==> src/rtl/memory_writeback_stage_if.sv <==
// rtl/memory_writeback_stage_if.sv - data-memory request/ready bus between the M stage and its responder
interface memory_writeback_stage_if;
  logic        mem_req;
  logic        mem_we;
  logic [31:0] mem_addr;
  logic [31:0] mem_wdata;
  logic [31:0] mem_rdata;
  logic        mem_ready;

  modport master (
    output mem_req, mem_we, mem_addr, mem_wdata,
    input  mem_rdata, mem_ready
  );

  modport slave (
    input  mem_req, mem_we, mem_addr, mem_wdata,
    output mem_rdata, mem_ready
  );
endinterface

==> src/rtl/memory_writeback_stage.sv <==
// rtl/memory_writeback_stage.sv - M-stage memory access with stall/timeout and the M->W pipeline register
module memory_writeback_stage #(
  parameter int TIMEOUT_CYCLES = 255,
  parameter int CNT_W          = 8
) (
  input  logic                            clk,
  input  logic                            reset,
  input  logic                            RegWriteM,
  input  logic                            MemWriteM,
  input  logic [4:0]                      RdM,
  input  logic [1:0]                      ResultSrcM,
  input  logic [31:0]                     ALUResultM,
  input  logic [31:0]                     WriteDataM,
  input  logic [31:0]                     PCPlus4M,
  memory_writeback_stage_if.master        mem,
  output logic                            StallM,
  output logic                            RegWriteW,
  output logic [4:0]                      RdW,
  output logic [31:0]                     ResultW,
  output logic                            mem_err
);

  localparam logic [CNT_W-1:0] TIMEOUT_C = CNT_W'(TIMEOUT_CYCLES);

  typedef enum logic [0:0] {S_IDLE, S_WAIT} state_t;

  state_t           state_q, state_d;
  logic [CNT_W-1:0] cnt_q, cnt_d;
  logic             err_q, err_d;
  logic             req_we_q, req_we_d;
  logic [31:0]      req_addr_q, req_addr_d;
  logic [31:0]      req_wdata_q, req_wdata_d;
  logic             RegWriteW_q, RegWriteW_d;
  logic [4:0]       RdW_q, RdW_d;
  logic [1:0]       ResultSrcW_q, ResultSrcW_d;
  logic [31:0]      ALUResultW_q, ALUResultW_d;
  logic [31:0]      ReadDataW_q, ReadDataW_d;
  logic [31:0]      PCPlus4W_q, PCPlus4W_d;

  logic mem_op;
  logic timeout_hit;
  logic capture;
  logic drop_wr;
  logic take_rdata;

  assign mem_op      = MemWriteM | (ResultSrcM == 2'b01);
  assign timeout_hit = (cnt_q == TIMEOUT_C);

  always_ff @(posedge clk) begin
    if (reset) begin
      state_q      <= S_IDLE;
      cnt_q        <= '0;
      err_q        <= 1'b0;
      req_we_q     <= 1'b0;
      req_addr_q   <= '0;
      req_wdata_q  <= '0;
      RegWriteW_q  <= 1'b0;
      RdW_q        <= '0;
      ResultSrcW_q <= '0;
      ALUResultW_q <= '0;
      ReadDataW_q  <= '0;
      PCPlus4W_q   <= '0;
    end else begin
      state_q      <= state_d;
      cnt_q        <= cnt_d;
      err_q        <= err_d;
      req_we_q     <= req_we_d;
      req_addr_q   <= req_addr_d;
      req_wdata_q  <= req_wdata_d;
      RegWriteW_q  <= RegWriteW_d;
      RdW_q        <= RdW_d;
      ResultSrcW_q <= ResultSrcW_d;
      ALUResultW_q <= ALUResultW_d;
      ReadDataW_q  <= ReadDataW_d;
      PCPlus4W_q   <= PCPlus4W_d;
    end
  end

  always_comb begin
    state_d     = state_q;
    cnt_d       = cnt_q;
    err_d       = err_q;
    req_we_d    = req_we_q;
    req_addr_d  = req_addr_q;
    req_wdata_d = req_wdata_q;
    capture     = 1'b0;
    drop_wr     = 1'b0;
    take_rdata  = 1'b0;

    unique case (state_q)
      S_IDLE: begin
        if (!mem_op) begin
          capture = 1'b1;
        end else if (mem.mem_ready) begin
          capture    = 1'b1;
          take_rdata = 1'b1;
        end else begin
          state_d     = S_WAIT;
          cnt_d       = CNT_W'(1);
          req_we_d    = MemWriteM;
          req_addr_d  = ALUResultM;
          req_wdata_d = WriteDataM;
        end
      end
      S_WAIT: begin
        if (mem.mem_ready) begin
          capture    = 1'b1;
          take_rdata = 1'b1;
          state_d    = S_IDLE;
          cnt_d      = '0;
        end else if (!timeout_hit) begin
          cnt_d = cnt_q + 1'b1;
        end else begin
          // Abort: let the instruction retire without a register write so the pipeline drains.
          capture = 1'b1;
          drop_wr = 1'b1;
          err_d   = 1'b1;
          state_d = S_IDLE;
          cnt_d   = '0;
        end
      end
    endcase

    if (capture) begin
      RegWriteW_d  = RegWriteM & ~drop_wr;
      RdW_d        = RdM;
      ResultSrcW_d = ResultSrcM;
      ALUResultW_d = ALUResultM;
      PCPlus4W_d   = PCPlus4M;
    end else begin
      RegWriteW_d  = 1'b0;
      RdW_d        = '0;
      ResultSrcW_d = '0;
      ALUResultW_d = '0;
      PCPlus4W_d   = '0;
    end
    ReadDataW_d = take_rdata ? mem.mem_rdata : ReadDataW_q;
  end

  always_comb begin
    mem.mem_req   = 1'b0;
    mem.mem_we    = MemWriteM;
    mem.mem_addr  = ALUResultM;
    mem.mem_wdata = WriteDataM;
    StallM        = 1'b0;
    unique case (state_q)
      S_IDLE: begin
        mem.mem_req = mem_op;
        StallM      = mem_op & ~mem.mem_ready;
      end
      S_WAIT: begin
        mem.mem_we    = req_we_q;
        mem.mem_addr  = req_addr_q;
        mem.mem_wdata = req_wdata_q;
        mem.mem_req   = mem.mem_ready | ~timeout_hit;
        StallM        = ~mem.mem_ready & ~timeout_hit;
      end
    endcase
  end

  always_comb begin
    unique case (ResultSrcW_q)
      2'b00:   ResultW = ALUResultW_q;
      2'b01:   ResultW = ReadDataW_q;
      2'b10:   ResultW = PCPlus4W_q;
      default: ResultW = 32'h0;
    endcase
  end

  assign RegWriteW = RegWriteW_q;
  assign RdW       = RdW_q;
  assign mem_err   = err_q;

endmodule
==> src/flat_wrapper.sv <==
// flat-port wrapper written by rule: the top's interface ports become plain ports
module memory_writeback_stage_flat 
#(
  parameter int TIMEOUT_CYCLES = 255,
  parameter int CNT_W          = 8
)
  (clk, reset, RegWriteM, MemWriteM, RdM, ResultSrcM, ALUResultM, WriteDataM, PCPlus4M, StallM, RegWriteW, RdW, ResultW, mem_err, mem_mem_req, mem_mem_we, mem_mem_addr, mem_mem_wdata, mem_mem_rdata, mem_mem_ready);
  memory_writeback_stage_if mem_i ();
  input  logic clk;
  input  logic reset;
  input  logic RegWriteM;
  input  logic MemWriteM;
  input  logic [4:0] RdM;
  input  logic [1:0] ResultSrcM;
  input  logic [31:0] ALUResultM;
  input  logic [31:0] WriteDataM;
  input  logic [31:0] PCPlus4M;
  output logic StallM;
  output logic RegWriteW;
  output logic [4:0] RdW;
  output logic [31:0] ResultW;
  output logic mem_err;
  output wire logic [$bits(mem_i.mem_req)-1:0] mem_mem_req;
  output wire logic [$bits(mem_i.mem_we)-1:0] mem_mem_we;
  output wire logic [$bits(mem_i.mem_addr)-1:0] mem_mem_addr;
  output wire logic [$bits(mem_i.mem_wdata)-1:0] mem_mem_wdata;
  input wire logic [$bits(mem_i.mem_rdata)-1:0] mem_mem_rdata;
  input wire logic [$bits(mem_i.mem_ready)-1:0] mem_mem_ready;
  assign mem_mem_req = mem_i.mem_req;
  assign mem_mem_we = mem_i.mem_we;
  assign mem_mem_addr = mem_i.mem_addr;
  assign mem_mem_wdata = mem_i.mem_wdata;
  assign mem_i.mem_rdata = mem_mem_rdata;
  assign mem_i.mem_ready = mem_mem_ready;
  memory_writeback_stage #(.TIMEOUT_CYCLES(TIMEOUT_CYCLES), .CNT_W(CNT_W)) u_core (.clk(clk), .reset(reset), .RegWriteM(RegWriteM), .MemWriteM(MemWriteM), .RdM(RdM), .ResultSrcM(ResultSrcM), .ALUResultM(ALUResultM), .WriteDataM(WriteDataM), .PCPlus4M(PCPlus4M), .mem(mem_i), .StallM(StallM), .RegWriteW(RegWriteW), .RdW(RdW), .ResultW(ResultW), .mem_err(mem_err));
endmodule
==> config.mk <==
export PLATFORM = sky130hd
export DESIGN_NAME = memory_writeback_stage_flat
export DESIGN_NICKNAME = d
export VERILOG_FILES = /design/src/rtl/memory_writeback_stage_if.sv /design/src/rtl/memory_writeback_stage.sv /design/src/flat_wrapper.sv
export SDC_FILE = /design/constraint.sdc
export NUM_CORES = 1
export LEC_CHECK = 0
export CAP_MARGIN = 20
export CELL_PAD_IN_SITES_DETAIL_PLACEMENT = 0
export CELL_PAD_IN_SITES_GLOBAL_PLACEMENT = 1
export CORE_MARGIN = 2
export CORE_UTILIZATION = 47
export DETAILED_ROUTE_END_ITERATION = 8
export DONT_BUFFER_PORTS = 1
export GPL_TIMING_DRIVEN = 0
export PLACE_DENSITY_LB_ADDON = 0.1
export SKIP_LAST_GASP = 1
export SYNTH_ARGS = -nofsm -noshare
export SYNTH_HDL_FRONTEND = slang
export SYNTH_SLANG_ARGS = --single-unit
==> constraint.sdc <==
create_clock -name clk -period 2 [get_ports clk]
set_input_delay 0.4 -clock clk [delete_from_list [all_inputs] [get_ports clk]]
set_output_delay 0.4 -clock clk [all_outputs]
set_load 0.01 [all_outputs]
==> flow_metrics.py <==
metrics = {
    "timing": {
        "finClkSkew_ns": 0.00545,
        "fin_crit_sh": 0.993,
        "finalHoldViolations": 0,
        "rsz0062_at_grt": "yes",
        "slew_violations": 0,
        "max_freq_mhz": 504,
        "tightest_slew_ns": 0.617,
        "min_period_ns": 1.99,
        "setup_viol": 0,
        "holdWs_ns": 0.0875,
        "maxSlewHeadroom": 0.588,
    },
    "layout": {
        "drive_gt1_frac": 0.199,
        "layout.nets": 910,
        "design_area_um2": 8360,
        "diodes": 0,
        "fin_util": 0.552,
        "areaGrowthSynthToFinish_pct": 15.0,
    },
    "critical_path": {
        "crit_chain": "buf_4 > mux2i_1 > o21ai_0",
        "cp_slowest_cell": "dfxtp_2",
        "critPathMaxFanout": 10,
        "worstSetupPathType": "register to output port",
        "crit_buf_inv": 1,
        "endpoint_kind": "output port",
        "critPathMaxStageDelay_ns": 0.42,
        "required_ns": 1.60,
        "crit_family": "flip-flops",
        "worstPathArrival_ns": 1.59,
        "start_kind": "register",
    },
    "die": {
        "die_w_um": 128,
        "num_io_pins": 246,
        "die_height_um": 128,
        "num_rows": 45,
        "initial_core_util": 0.480,
        "die_area_um2": 16500,
        "fp.coreArea_um2": 15100,
    },
    "power": {
        "power_density_nw_per_um2": 972,
        "vdd_ir_drop_max_mv": 0.663,
        "p_leak_nw": 3.23,
    },
    "synth": {
        "synthFlopType": "dfxtp_1",
        "async_flop_share": 0,
        "seq_area_frac_synth": 0.493,
        "ys_seq_elements": 179,
        "ys_types": 37,
        "synth_edf_count": 0,
        "yosysWarningCount": 0,
        "syn_area_um2": 7270,
        "syn_nets": 887,
        "synth_cells": 746,
        "postSynthAreaPerCell_um2": 9.75,
    },
    "global_route": {
        "grt_max_degree": 17,
        "antenna_found_initial": 0,
        "grt_pass1_vias": 5130,
        "grt_pass1_wl_um": 27500,
        "grt_overflow": 0,
        "track_usage": 0.219,
    },
    "drt": {
        "num_vias": 5148,
        "wl_per_cell_um": 19.2,
        "first_iter_violations": 190,
        "firstDrtPassIters": 6,
        "drt-vias-per-instance": 5.31,
        "drc": 0,
        "routed_wl_um": 18600,
        "ant_nets": 0,
    },
    "cts": {
        "path_clk_slew_ns": 0.06,
        "cts.sinks": 179,
        "cts-buffers-inserted": 17,
        "clockRootBuffer": "clkbuf_16",
        "clkLatencyLatePin_ns": 0.42,
        "clk_path_buf_depth": 2,
        "htreeDepth": 4,
        "cts_tree": "done",
    },
    "placement": {
        "routabilityCongestion": 0.820,
        "port_buffers": 0,
        "hpwl_um": 14000,
        "place_area_um2": 7510,
    },
    "hold_path": {
        "hold_path_class": "primary input to register",
    },
    "run_status": {
        "status": "completed",
    },
    "job": {
        "drv_cap": 0,
    },
}
[cell families (layout without fill, tap and decap cells)]
kind of cell / after synthesis / after routing / share of synthesized area
adders and majority gates: 1 / 1 / 0.00172
muxes: 162 / 162 / 0.234
DFF: 179 / 179 / 0.493
AOI/OAI and AO/OA: 87 / 87 / 0.0635
buffers and inverters: 55 / 91 / 0.0379
and+or+nand+nor: 261 / 261 / 0.169
xor gates and xnor gates: 1 / 1 / 0.00120
[cell usage after synthesis (4+ instances only)]
master	instances	area, µm²
dfxtp_1	179	3580
clkbuf_1	23	86.3
buf_2	12	60.1
buf_4	4	30.0
a21oi_1	40	200
nand2_1	99	372
mux2_2	65	732
mux2i_1	97	971
nor2_1	70	263
and2_1	74	463
clkbuf_2	7	35.0
or3_1	5	31.3
o21ai_0	38	190
buf_6	4	45.0
[worst register-to-register path, delay by kind of cell, from the launching register on]
family          cells  cell delay (ns)
simple gates        3             0.57
buf+inv             3             0.53
fa+ha+maj           1             0.19
compound gates      1             0.06
flops               1             0.35
[final timing paths]
kind / start / endpoint / slack, ns / depth (start not counted)
max: u_core.ResultSrcW_q[0] / ResultW[9] / 0.01 / 3
min: RegWriteM / u_core.RegWriteW / 0.09 / 2
max reg2reg: u_core.cnt_q[0] / u_core.ALUResultW_q[18] / 0.24 / 8
min reg2reg: u_core.ReadDataW_q[16] / u_core.ReadDataW_q[16] / 0.46 / 2
[metrics by stage]
| step | power (W) | TNS [ns] | worst slack [ns] | std cells |
|---|---|---|---|---|
| floorplan | 0.00466 | 0 | 0.385 | 746 |
| global placement | 0.00484 | -0.00601 | -0.00601 | 934 |
| detailed placement | 0.00487 | 0 | 0.000198 | 934 |
| CTS | 0.00816 | 0 | 0.00312 | 966 |
| global route | 0.00845 | -0.234 | -0.0183 | 970 |
| finish | 0.00813 | 0 | 0.0142 | 970 |
[layer usage]
metal,GRT usage,wire (µm)
met1,0.269,7980
met2,0.361,8630
met3,0.0678,1540
met4,0.0873,438
met5,0,0
[placed cells by master, fill, tap and decap left out, drive strengths merged, types with 3 or more instances in the layout]
cell | Yosys | layout
nor3 | 3 | 3
and2 | 74 | 74
nor2 | 70 | 70
o21ai | 39 | 39
clkbuf | 30 | 48
nand2 | 99 | 99
mux2 | 65 | 65
clkinv | 0 | 6
mux2i | 97 | 97
dfxtp | 179 | 179
a21oi | 40 | 40
or3 | 5 | 5
clkinvlp | 0 | 3
buf | 21 | 27
inv | 4 | 5
[where the power goes]
group / internal (W) / total, W / switching (W)
clock network: 0.00188 / 0.00326 / 0.00139
logic: 0.000440 / 0.000991 / 0.000551
registers: 0.00378 / 0.00387 / 0.0000993
[cell type report]
class                   instances  area [µm²]
clock inverters                12         133
repair buffers                  5        50.0
inverters                       4        15.0
plain buffers                  50         389
well taps                     188         235
fillers                      1405        6790
clock buffers                  20         447
multi-input cells             512        3500
flip-flops and latches        179        3590
[flip-flops by register name, summed over array words and instances (netlist names)]
name and flops:
u_core.ALUResultW_q 32, u_core.PCPlus4W_q 32, u_core.ReadDataW_q 32, u_core.req_addr_q 32, u_core.req_wdata_q 32, u_core.cnt_q 8
u_core.RdW 5, u_core.ResultSrcW_q 2, u_core.RegWriteW 1, u_core.mem_err 1, u_core.req_we_q 1, u_core.state_q 1
[timing repair]
action | in CTS | in global routing
gates resized for setup | 47 | 39
endpoints found under the setup margin | 91 | 98
buffers inserted | 1 | 4
pin swaps | 2 | 1
hold buffers | 0 | 0
No activity file was read; power rests on OpenSTA's default activity.
